### config.mk
export PLATFORM = sky130hd
export DESIGN_NAME = alu_8bit
export DESIGN_NICKNAME = d
export VERILOG_FILES = /design/src/rtl/alu_8bit.sv
export SDC_FILE = /design/constraint.sdc
export NUM_CORES = 1
export LEC_CHECK = 0
export BUFFER_PORTS_ARGS = -buffer_cell sky130_fd_sc_hd__buf_4
export CAP_MARGIN = 15
export CORE_MARGIN = 2
export CORE_UTILIZATION = 57
export CTS_CLUSTER_DIAMETER = 40
export DETAILED_ROUTE_END_ITERATION = 8
export PLACE_DENSITY = 0.81
export SLEW_MARGIN = 10
export SYNTH_ARGS = -nofsm -noshare
export SYNTH_HDL_FRONTEND = slang
export SYNTH_SLANG_ARGS = --single-unit
### constraint.sdc
create_clock -name clk -period 2.72 [get_ports clk]
set_input_delay 0.408 -clock clk [delete_from_list [all_inputs] [get_ports clk]]
set_output_delay 0.408 -clock clk [all_outputs]
set_load 0.02 [all_outputs]
### src/rtl/alu_8bit.sv
// alu_8bit: registered arithmetic/logic unit.
// Operands and opcode are sampled on every rising clk edge. Result and the
// C/Z/V/N flags are registered together and become visible one cycle later.
// There is no handshake: a new operation is accepted on every edge, and the
// outputs are held until the next edge overwrites all of them.
module alu_8bit #(
    parameter int WIDTH = 8
) (
    input  logic             clk,
    input  logic             rst,
    input  logic [WIDTH-1:0] A,
    input  logic [WIDTH-1:0] B,
    input  logic [2:0]       sel,
    output logic [WIDTH-1:0] R,
    output logic             C,
    output logic             Z,
    output logic             V,
    output logic             N
);

    localparam logic [2:0] OP_ADD = 3'b000;
    localparam logic [2:0] OP_SUB = 3'b001;
    localparam logic [2:0] OP_AND = 3'b010;
    localparam logic [2:0] OP_OR  = 3'b011;
    localparam logic [2:0] OP_XOR = 3'b100;
    localparam logic [2:0] OP_SHL = 3'b101;
    localparam logic [2:0] OP_SHR = 3'b110;
    localparam logic [2:0] OP_NOT = 3'b111;

    localparam int MSB = WIDTH - 1;

    // One extra bit on the adder/subtractor captures carry-out or borrow.
    logic [WIDTH:0]   w_sum;
    logic [WIDTH:0]   w_diff;
    logic [WIDTH-1:0] w_res;
    logic             w_c;
    logic             w_v;
    logic             w_z;
    logic             w_n;

    logic [WIDTH-1:0] r_res;
    logic             r_c;
    logic             r_z;
    logic             r_v;
    logic             r_n;

    assign w_sum  = {1'b0, A} + {1'b0, B};
    // The top bit of the widened difference is set exactly when A < B unsigned.
    assign w_diff = {1'b0, A} - {1'b0, B};

    // Select the result, carry and overflow for the current opcode.
    always_comb begin
        w_res = '0;
        w_c   = 1'b0;
        w_v   = 1'b0;
        case (sel)
            OP_ADD: begin
                w_res = w_sum[MSB:0];
                w_c   = w_sum[WIDTH];
                w_v   = (A[MSB] == B[MSB]) && (w_sum[MSB] != A[MSB]);
            end
            OP_SUB: begin
                w_res = w_diff[MSB:0];
                w_c   = w_diff[WIDTH];
                w_v   = (A[MSB] != B[MSB]) && (w_diff[MSB] != A[MSB]);
            end
            OP_AND: w_res = A & B;
            OP_OR:  w_res = A | B;
            OP_XOR: w_res = A ^ B;
            OP_SHL: begin
                w_res = {A[MSB-1:0], 1'b0};
                w_c   = A[MSB];
            end
            OP_SHR: begin
                w_res = {1'b0, A[MSB:1]};
                w_c   = A[0];
            end
            OP_NOT: w_res = ~A;
            default: begin
                w_res = '0;
                w_c   = 1'b0;
                w_v   = 1'b0;
            end
        endcase
    end

    // Zero and negative always follow the freshly computed result.
    assign w_z = (w_res == '0);
    assign w_n = w_res[MSB];

    // Register result and flags together; reset wins over any sampled op.
    always_ff @(posedge clk) begin
        if (rst) begin
            r_res <= '0;
            r_c   <= 1'b0;
            r_z   <= 1'b0;
            r_v   <= 1'b0;
            r_n   <= 1'b0;
        end else begin
            r_res <= w_res;
            r_c   <= w_c;
            r_z   <= w_z;
            r_v   <= w_v;
            r_n   <= w_n;
        end
    end

    assign R = r_res;
    assign C = r_c;
    assign Z = r_z;
    assign V = r_v;
    assign N = r_n;

endmodule

* Word-level counts from Yosys, hierarchy flattened
Index checks and enable logic that the tools add are counted.
** Operators by class
- Reduce and logical (&&, ||, !) cells :: 4
- Bitwise gates (word level) :: 4
- Mux-type cells :: 3
- Equal/unequal tests :: 11
- Add/sub/neg operators :: 2
** Operator list (count)
- case mux 8 bit (8 select lines) :: 1
- equality test 3 bit (second input constant) :: 4
- adder 8 x 8 -> 9 bit :: 1
- subtractor 8 x 8 -> 9 bit :: 1
- AND 8 bit :: 1
- logical NOT 8 bit :: 1
- inverter 8 bit :: 1
- OR 8 bit :: 1
- XOR 8 bit :: 1
- equality test 3 x 2 -> 1 bit (second input constant) :: 2
- case mux 1 bit (4 select lines) :: 1
- equality test 3 x 1 -> 1 bit (second input constant) :: 1
- logical NOT 3 bit :: 1
- != test 1 bit :: 3
- logical AND 1 bit :: 2
- case mux 1 bit (2 select lines) :: 1
- equality test 1 bit :: 1
** Word-level totals
- Register bits :: 12
- Word-level logic and storage cells :: 29

* Logic depth before layout (Yosys ltp)
Gate-level depths: netlist of run 1.
- Depth after elaboration :: 4
- Mapped depth :: 11
- Depth with buffers taken out :: 11

* Least setup slack after synthesis of run 1
Ideal clock, no wire load.
- Path kind :: input to register
- Start point :: input port A[0]
- End point :: register r_z (netlist: Z)
- Data required time :: 2.633 ns
- Slack :: 0.394 ns
- Arrival :: 2.239 ns
- Cell stages on the path :: 10
- Buffers on the path :: 0
- Path through :: ha_1 > inv_1 > fa_1 > nor2b_1 > o21ai_1 > a211oi_1 > o21ai_1 > o221ai_1 > o21ba_2 > nor4b_2
** On the way
- Cells in the longest elaborated chain, start to end :: 3
- Elaborated cells between the ends (all ways) :: 8
** Ends and longest elaborated chain
- from (decl) :: line 11 : input logic [WIDTH-1:0] A,
- subtractor 8 x 8 -> 9 bit (tied with other cells) :: line 49 : assign w_diff = {1'b0, A} - {1'b0, B};
- case mux 8 bit (8 select lines) * :: line 56 : case (sel)
- logical NOT 8 bit * :: line 88 : assign w_z = (w_res == '0);
- to (signal assigned) :: line 102 : r_z <= w_z;
- to (decl) :: line 43 : logic r_z;
Mark *: on every way between the ends. The rest lies on a longest branch, timed or not.
A chain may end at the register's enable or synchronous reset.

* Worst setup path in the final report of run 1
Ends and elaborated chain as after synthesis.

==> metrics.csv, run 1 <==
stage,metric,value,unit
timing,worstMarginPinSlew,0.569,ns
timing,setup_viol,0,
logic_synthesis,syn_inst,233,
worst_setup_path,critPathBufInv,2,
logic_synthesis,synthesis.area,1790,um^2
logic_synthesis,yosysSeqAreaShare,12.3,%
cells_and_area,area_delta_synth_final,15.1,%
cts,hold_buffers,0,
grt,grt_use_total,24.6,%
hold_path,hold_depth,2,
die,num_io_pins,33,
logic_synthesis,synth_edf_count,0,
cells_and_area,drive_above_1_share,21.2,%
cells_and_area,design_area,2060,um^2
worst_setup_path,crit_cells,11,
status,status,finished clean,
placed_design,routabilityCongestion,0.877,
logic_synthesis,muxShareOfSynthArea,8.51,%
timing,relSlewSlack,61.8,%
hold_path,hold_class,in -> reg,
pwr,p_leak,0.980,nW
drt,vias_per_cell,5.66,
grt,grt_max_degree,29,
worst_setup_path,crit_path_frequent_cell,o21ai_1,
logic_synthesis,ys_ff_latch,11,
timing,rsz0062_at_grt,false,
placed_design,portBuffers,32,
worst_setup_path,worst_setup_path_start_kind,input port,
logic_synthesis,synth_fp_nets,280,
cts,clk_pin_slew,0.06,ns
logic_synthesis,syn_avg_cell_area,7.70,um^2
die,row_count,20,
cts,cts_setup_buffers,0,
timing,timing.final.crit_share,87.8,%
logic_synthesis,synth_xor_area_share,1.95,%
die,core,3030,um^2
logic_synthesis,ys.flop_type,dfxtp_1,
worst_setup_path,cp_max_fo,4,
logic_synthesis,synth_fa_ha_area_share,19.0,%
cells_and_area,final-seq-area,220,um^2
cts,cts_resized,0,
worst_setup_path,cp.arrival,2.59,ns
logic_synthesis,synth_compound_area_share,27.4,%
cells_and_area,final_common_cell,buf_4,
logic_synthesis,synth_top_family_by_area,compound AO/OA/AOI/OAI gates,
logic_synthesis,synth-simple-area-share,19.0,%
worst_setup_path,cpPeakStageDelay,0.43,ns
grt,grt.overflow.total,0,
cells_and_area,n_fill_cell,257,
worst_setup_path,critical_path.top_delay_family,compound AO/OA/AOI/OAI gates,
logic_synthesis,ys_types,53,
drt,drc,0,
drt,drtIter0Drc,75,
pwr,p_per_area,320,nW/um^2
logic_synthesis,async_flop_share,0,%
grt,grt_pass1_wl,6670,um
drt,drt-pass1-iter-count,4,
cells_and_area,num_antenna_cells,0,
die,fp.dieW,60.1,um
logic_synthesis,ys_warn_count,0,
cells_and_area,final_nets,307,
cts,cts_sinks,11,
placed_design,placed_area,2040,um^2
cells_and_area,final_cell_mix,"buf_4 (37), inv_1 (29), ha_1 (24), nor2_1 (21), a21oi_1 (13)",
pwr,vdd_drop_max,131,uV
cts,cts_tree,built,
cts,clockRootBuffer,clkbuf_4,
cells_and_area,fin_util,68.1,%
die,floorplan.initialDensity,59.2,%
drt,ant_nets,0,
timing,fin_crit,2.39,ns
cts,cts_buffer_depth,2,
worst_setup_path,cp_data_required_time,2.92,ns
die,dieArea,3610,um^2
grt,antenna_found_initial,0,
timing,slew_viol_final,0,
worst_setup_path,endpoint_kind,flip-flop,
worst_setup_path,path_cells,"buf_4, ha_1, inv_1, fa_1, nor2b_1, o21ai_1, a211oi_1, o21ai_1, o221ai_1, o21ba_2, nor4b_2",
flow_run,timing.max_cap.violations,0,
drt,drt_wl_total,4090,um
cts,h-tree-depth,1,
cts,cts_buffers,3,
drt,wire_per_inst,13.5,um
placed_design,hpwl,3300,um
worst_setup_path,path_class,in -> reg,
die,die_h,60.1,um
grt,grt_pass1_vias,1474,
timing,hold_viol,0,
worst_setup_path,cp_slowest_cell,fa_1,
timing,fin_tns_setup,0,ns
timing,fmaxAchievable,419,MHz
drt,vias,1716,
cells_and_area,multi_input_area,1360,um^2
[metal layers]
layer / track usage [%] / part of all wire, % / vias to the layer above
li1: - / - / 873
met1: 32.7 / 46 / 776
met2: 40.2 / 47 / 60
met3: 0.866 / 5.6 / 7
met4: 12.7 / 2.1 / 0
met5: 0 / 0 / -
[kinds of logic (layout without fill, tap and decap cells)]
group | after synthesis | count (layout)
buffers and inverters | 48 | 74
multiplexers | 9 | 9
adder cells (fa/ha/maj) | 26 | 26
XOR/XNOR | 4 | 4
flip-flops | 11 | 11
AND/OR/NAND/NOR | 65 | 65
AO/OA/AOI/OAI | 70 | 70
[final cells by class]
cell class,count,area share [%]
multi-input combinational,174,65.9
timing repair buffer,37,13.5
sequential,11,10.7
inverter,33,6.00
tap,44,2.67
clock buffer,4,1.27
[registers in the layout, indices dropped and copies added, names as in the netlist]
signal,flops
R,8
Z,1
C,1
V,1
[cells in the mapped netlist (2+ instances only)]
| cell type | count | area, um^2 |
|---|---|---|
| nor3_1 | 5 | 25.0 |
| mux2i_1 | 4 | 40.0 |
| nand2_1 | 12 | 45.0 |
| o22ai_1 | 3 | 18.8 |
| a21o_1 | 4 | 30.0 |
| nand3_1 | 3 | 15.0 |
| nand2b_1 | 6 | 37.5 |
| a21oi_1 | 13 | 65.1 |
| o21ai_1 | 6 | 30.0 |
| a21oi_2 | 2 | 17.5 |
| nor2_1 | 21 | 78.8 |
| o32a_1 | 2 | 20.0 |
| a221oi_1 | 4 | 35.0 |
| a31oi_1 | 4 | 25.0 |
| o211ai_1 | 3 | 22.5 |
| mux4_2 | 5 | 113 |
| xnor2_1 | 4 | 35.0 |
| a311oi_1 | 3 | 26.3 |
| a211oi_1 | 6 | 45.0 |
| buf_2 | 7 | 35.0 |
| inv_1 | 29 | 109 |
| dfxtp_1 | 11 | 220 |
| o21ai_0 | 7 | 35.0 |
| clkbuf_1 | 2 | 7.51 |
| and2b_1 | 2 | 15.0 |
| o221ai_1 | 2 | 17.5 |
| buf_4 | 4 | 30.0 |
| or3_1 | 2 | 12.5 |
| o21bai_1 | 2 | 15.0 |
| inv_2 | 3 | 11.3 |
| fa_1 | 2 | 40.0 |
| nor2b_1 | 6 | 37.5 |
| ha_1 | 24 | 300 |
[path summary, 6_finish.rpt]
check             from  endpoint
hold / removal     rst      R[5]
setup / recovery  A[0]         Z
[report_power, final]
part           internal, mW  switching [mW]
Combinational         0.163           0.203
Clock                0.0571          0.0574
Sequential            0.176         0.00367
[per-stage QoR]
step           total power [mW]  hold WS, ns  setup WS (ns)  cells
6_report                  0.660        0.372          0.332    303
5_1_grt                   0.714        0.371         0.0692    303
2_1_floorplan             0.443        0.593          0.394    233
3_5_place_dp              0.546        0.666         0.0461    299
3_3_place_gp              0.541        0.664          0.113    299
4_1_cts                   0.660        0.365          0.333    303
Power figures use the tool's default switching activity.
==> run 2, diff against run 1 <==
==> constraint.sdc (replaced) <==
create_clock -name clk -period 2.54 [get_ports clk]
set_input_delay 0.127 -clock clk [delete_from_list [all_inputs] [get_ports clk]]
set_output_delay 0.127 -clock clk [all_outputs]
set_load 0.02 [all_outputs]
==> run 2 against run 1 <==
Net effect: global-route usage up 1.4 points; critical path depth unchanged; routed wire length up 3.1%; cell count down 0.99%; worst setup slack better by 0.0051 ns; critical endpoint unchanged; hold slack worse by 0.27 ns; sequential share of layout area up 0.12 points; critical path type unchanged; largest cell class unchanged; combinational power up 6.8%; via count up 3.1%.
==> metrics.csv, run 2 (same netlist as run 1, synthesis figures left out) <==
stage,metric,value,unit,change
drt,drc,0,,unchanged
timing,relSlewSlack,60.9,%,-0.94 points
cts,cts_sinks,11,,unchanged
worst_setup_path,cp_slowest_cell,fa_1,,
cts,cts_buffers,3,,unchanged
worst_setup_path,cp.arrival,2.39,ns,-0.20 ns
cts,cts_resized,0,,unchanged
drt,wire_per_inst,14.1,um,+4.1%
die,dieArea,3610,um^2,unchanged
grt,grt_pass1_vias,1633,,+11%
worst_setup_path,path_cells,"buf_4, ha_1, inv_1, fa_1, nor2b_1, o21ai_1, a211oi_1, o21ai_1, o221ai_1, o21ba_2, nor4b_2",,
flow_run,timing.max_cap.violations,0,,unchanged
timing,worstMarginPinSlew,0.582,ns,+0.0139 ns
die,num_io_pins,33,,unchanged
hold_path,hold_class,in -> reg,,
cts,cts_setup_buffers,0,,unchanged
cells_and_area,largest_reg_flops,8,,unchanged
timing,fmaxAchievable,454,MHz,
cells_and_area,drive_above_1_share,20.3,%,-0.92 points
timing,fin_crit,2.20,ns,
cells_and_area,design_area,2040,um^2,-1.1%
cells_and_area,final_common_cell,buf_4,,
drt,drt_wl_total,4220,um,+3.1%
pwr,power.internal,0.420,mW,+6.0%
die,fp.dieW,60.1,um,unchanged
worst_setup_path,cp_data_required_time,2.73,ns,-0.19 ns
timing,fin_tns_setup,0,ns,unchanged
cells_and_area,num_antenna_cells,0,,unchanged
worst_setup_path,cp_max_fo,4,,unchanged
pwr,power_frac_comb,55.9,%,+0.4 points
worst_setup_path,path_class,in -> reg,,
cells_and_area,final_nets,304,,-0.98%
grt,antenna_found_initial,0,,unchanged
grt,grt_max_degree,29,,unchanged
timing,timing.final.crit_share,86.7,%,
pwr,p_leak,0.965,nW,-1.5%
pwr,p_per_area,343,nW/um^2,+7.1%
drt,drtIter0Drc,92,,+23%
cts,cts_tree,built,,
die,core,3030,um^2,unchanged
timing,rsz0062_at_grt,false,,
cells_and_area,final_cell_mix,"buf_4 (34), inv_1 (29), ha_1 (24), nor2_1 (21), a21oi_1 (13)",,
worst_setup_path,critical_path.top_delay_family,compound AO/OA/AOI/OAI gates,,
placed_design,routabilityCongestion,0.860,,-2.0%
cts,clockRootBuffer,clkbuf_4,,
worst_setup_path,critPathBufInv,2,,unchanged
grt,grt_pass1_wl,7230,um,+8.4%
die,die_h,60.1,um,unchanged
placed_design,placed_area,2010,um^2,-1.1%
cts,clk_pin_slew,0.06,ns,about the same
placed_design,hpwl,3340,um,+1.3%
worst_setup_path,endpoint_kind,flip-flop,,
drt,drt-pass1-iter-count,4,,unchanged
pwr,power_switching,0.279,mW,+5.9%
timing,holdWs,0.101,ns,-0.271 ns
drt,ant_nets,0,,unchanged
die,row_count,20,,unchanged
placed_design,portBuffers,32,,unchanged
drt,vias,1770,,+3.1%
cts,cts_buffer_depth,2,,unchanged
cells_and_area,area_delta_synth_final,13.8,%,
timing,slew_viol_final,0,,unchanged
cts,h-tree-depth,1,,unchanged
grt,grt_use_total,26.0,%,+1.4 points
pwr,power_frac_seq,27.5,%,+0.3 points
drt,vias_per_cell,5.90,,+4.2%
worst_setup_path,worst_setup_path_start_kind,input port,,
die,floorplan.initialDensity,59.2,%,unchanged
worst_setup_path,crit_path_frequent_cell,o21ai_1,,
worst_setup_path,cpPeakStageDelay,0.46,ns,+0.03 ns
timing,setup_viol,0,,unchanged
cts,hold_buffers,0,,unchanged
pwr,p_sw_share,39.9,%,about the same
status,status,finished clean,,
pwr,vdd_drop_max,130,uV,-0.51%
pwr,pwr-share-clk,16.6,%,-0.8 points
grt,grt.overflow.total,0,,unchanged
timing,hold_viol,0,,unchanged
run 2: changes by cell type in the layout (fill, tap and decap cells not counted):
cell   before  now
buf_4      37   34
run 2: power by group through the flow:
stage	Combinational, mW	Clock (mW)	Sequential, mW
floorplan	0.258	0	0.216
global placement	0.379	0	0.196
detailed placement	0.385	0	0.196
CTS	0.387	0.122	0.192
global route	0.432	0.136	0.194
finish	0.391	0.116	0.192
run 2: final timing paths:
check | start | endpoint | slack (ns) | depth (start not counted)
setup / recovery | A[0] | Z | 0.34 | 11
hold / removal | rst | R[6] | 0.10 | 2
run 2: per-stage QoR:
step	util [%]	total power, mW	setup WS (ns)	std cells
4_1_cts	67.4	0.700	0.393	300
3_5_place_dp	66.5	0.581	0.106	296
5_1_grt	67.4	0.762	0.158	300
2_1_floorplan	-	0.475	0.495	233
3_3_place_gp	66.5	0.575	0.167	296
6_report	67.4	0.699	0.337	300
run 2: routing by layer:
layer / part of all wire, % / global-route usage (%) / routed length (um)
met5: 0 / 0 / 0
met1: 43 / 33.2 / 1810
met4: 1.4 / 12.4 / 60
met2: 48 / 43.6 / 2030
met3: 7.5 / 2.16 / 316
run 2: final cells by class:
| type | count | area (um^2) |
|---|---|---|
| fill | 266 | 987 |
| tap | 44 | 55.1 |
| timing repair buffer | 34 | 255 |
| sequential | 11 | 220 |
| clock buffer | 4 | 26.3 |
| multi-input combinational | 174 | 1360 |
| inverter | 33 | 124 |
==> run 3, diff against run 2 <==
--- a/config.mk
+++ b/config.mk
@@ -12,6 +12,7 @@
 export CTS_CLUSTER_DIAMETER = 40
 export DETAILED_ROUTE_END_ITERATION = 8
 export PLACE_DENSITY = 0.81
+export REMOVE_ABC_BUFFERS = 1
 export SLEW_MARGIN = 10
 export SYNTH_ARGS = -nofsm -noshare
 export SYNTH_HDL_FRONTEND = slang
==> run 3 against run 2 <==
Net effect: flip-flop and latch count unchanged; critical endpoint unchanged; largest power group unchanged; final area is 0.37% lower; critical path depth unchanged; via count is 4.0% lower; count of clock-buffer cells in the layout stayed put; sequential power is essentially flat.
==> metrics.csv, run 3 (same netlist as run 1, synthesis figures left out) <==
stage,metric,value,unit,change
timing,slew_viol_final,0,,unchanged
worst_setup_path,crit_path_frequent_cell,o21ai_1,,
cts,cts_resized,0,,unchanged
cells_and_area,final_common_cell,buf_4,,
drt,topRoutingLayerUsed,met4,,
grt,grt_pass1_wl,6870,um,-5.1%
die,floorplan.initialDensity,59.2,%,unchanged
die,row_count,20,,unchanged
pwr,power_switching,0.268,mW,-3.9%
cells_and_area,final_nets,303,,-0.33%
pwr,power_frac_seq,28.0,%,+0.5 points
cts,cts_tree,built,,
grt,antenna_found_initial,0,,unchanged
cts,cts_sinks,11,,unchanged
timing,rsz0062_at_grt,false,,
worst_setup_path,cp_slowest_cell,fa_1,,
pwr,p_per_area,338,nW/um^2,-1.4%
cts,clk_pin_slew,0.06,ns,about the same
timing,fmaxAchievable,470,MHz,+3.5%
pwr,power.internal,0.418,mW,-0.40%
timing,holdWs,0.106,ns,+0.00524 ns
worst_setup_path,path_cells,"buf_4, ha_1, inv_1, fa_1, nor2b_1, o21ai_1, a211oi_1, o21ai_1, o221ai_1, o21ba_2, nor4b_2",,
pwr,p_leak,0.961,nW,-0.50%
drt,met3_length,178,um,-44%
drt,dr_wl_met2,1890,um,-7.1%
placed_design,hpwl,3210,um,-3.8%
cts,h-tree-depth,1,,unchanged
worst_setup_path,critical_path.top_delay_family,compound AO/OA/AOI/OAI gates,,
cells_and_area,final_cell_mix,"buf_4 (33), inv_1 (29), ha_1 (24), nor2_1 (21), a21oi_1 (13)",,
drt,drt-pass1-iter-count,4,,unchanged
timing,fin_crit,2.13,ns,-0.0746 ns
drt,drt_wl_total,3990,um,-5.5%
drt,wire_per_inst,13.3,um,-5.2%
grt,grt_use_total,24.4,%,-1.5 points
cells_and_area,num_antenna_cells,0,,unchanged
pwr,vdd_drop_max,118,uV,-9.3%
drt,vias,1700,,-4.0%
drt,drtIter0Drc,68,,-26%
flow_run,timing.max_cap.violations,0,,unchanged
worst_setup_path,endpoint_kind,flip-flop,,
pwr,p_sw_share,39.1,%,-0.84 points
status,status,finished clean,,
worst_setup_path,cp_data_required_time,2.71,ns,-0.02 ns
grt,grt_pass1_vias,1560,,-4.5%
timing,setup_viol,0,,unchanged
hold_path,hold_class,in -> reg,,
grt,grt_max_degree,29,,unchanged
worst_setup_path,critPathBufInv,2,,unchanged
die,die_h,60.1,um,unchanged
pwr,p_total,0.687,mW,-1.8%
cts,clockRootBuffer,clkbuf_4,,
cts,cts_buffers,3,,unchanged
worst_setup_path,cp_max_fo,4,,unchanged
cells_and_area,largest_reg_flops,8,,unchanged
drt,wl_met1,1860,um,+3.0%
die,num_io_pins,33,,unchanged
timing,relSlewSlack,63.3,%,+2.4 points
placed_design,portBuffers,32,,unchanged
die,dieArea,3610,um^2,unchanged
cts,cts_buffer_depth,2,,unchanged
timing,timing.final.crit_share,83.8,%,-2.9 points
cts,cts_setup_buffers,0,,unchanged
drt,vias_per_cell,5.69,,-3.6%
timing,fin_tns_setup,0,ns,unchanged
die,fp.dieW,60.1,um,unchanged
drt,ant_nets,0,,unchanged
worst_setup_path,cp.arrival,2.30,ns,-0.09 ns
placed_design,routabilityCongestion,0.876,,+1.9%
worst_setup_path,worst_setup_path_start_kind,input port,,
pwr,pwr-share-clk,15.9,%,-0.7 points
pwr,power_frac_comb,56.1,%,+0.2 points
worst_setup_path,cpPeakStageDelay,0.44,ns,-0.02 ns
timing,hold_viol,0,,unchanged
die,core,3030,um^2,unchanged
cells_and_area,area_delta_synth_final,13.4,%,
cells_and_area,drive_above_1_share,20.0,%,-0.31 points
cts,hold_buffers,0,,unchanged
grt,grt.overflow.total,0,,unchanged
timing,worstMarginPinSlew,0.546,ns,-0.0363 ns
worst_setup_path,path_class,in -> reg,,
drt,drc,0,,unchanged
-- run 3: cell types whose count changed in the layout (fill, tap and decap cells not counted), sizes merged --
| cell | before | now |
|---|---|---|
| buf | 34 | 33 |
-- run 3: final cells by class --
cell class,instances,area (um^2)
clock buffer,4,26.3
inverter,33,124
sequential,11,220
fill,295,995
tap,44,55.1
timing repair buffer,33,248
multi-input combinational,174,1360
-- run 3: path summary, 6_finish.rpt --
kind	start	to	slack [ns]	cells past startpoint
setup / recovery	A[0]	Z	0.41	11
hold / removal	rst	C	0.11	2
-- run 3: stage by stage --
step	worst slack (ns)	util, %	instance area, um^2	cells
floorplan	0.484	-	1700	218
global placement	0.178	66.3	2010	295
detailed placement	0.168	66.3	2010	295
CTS	0.420	67.1	2030	299
global route	0.170	67.1	2030	299
finish	0.411	67.1	2030	299
-- run 3: metal layers --
layer  GRT usage (%)  vias up
li1                -      863
met1            33.7      778
met2            41.0       53
met3           0.866        6
met4            7.62        0
met5               0        -
-- run 3: power groups by stage --
stage                     logic (mW)  registers, mW  clock network (mW)
after floorplan                0.231          0.219                   0
after global placement         0.377          0.196                   0
after detailed placement       0.381          0.196                   0
after CTS                      0.382          0.193               0.115
after global routing           0.427          0.194               0.129
final                          0.385          0.192               0.109
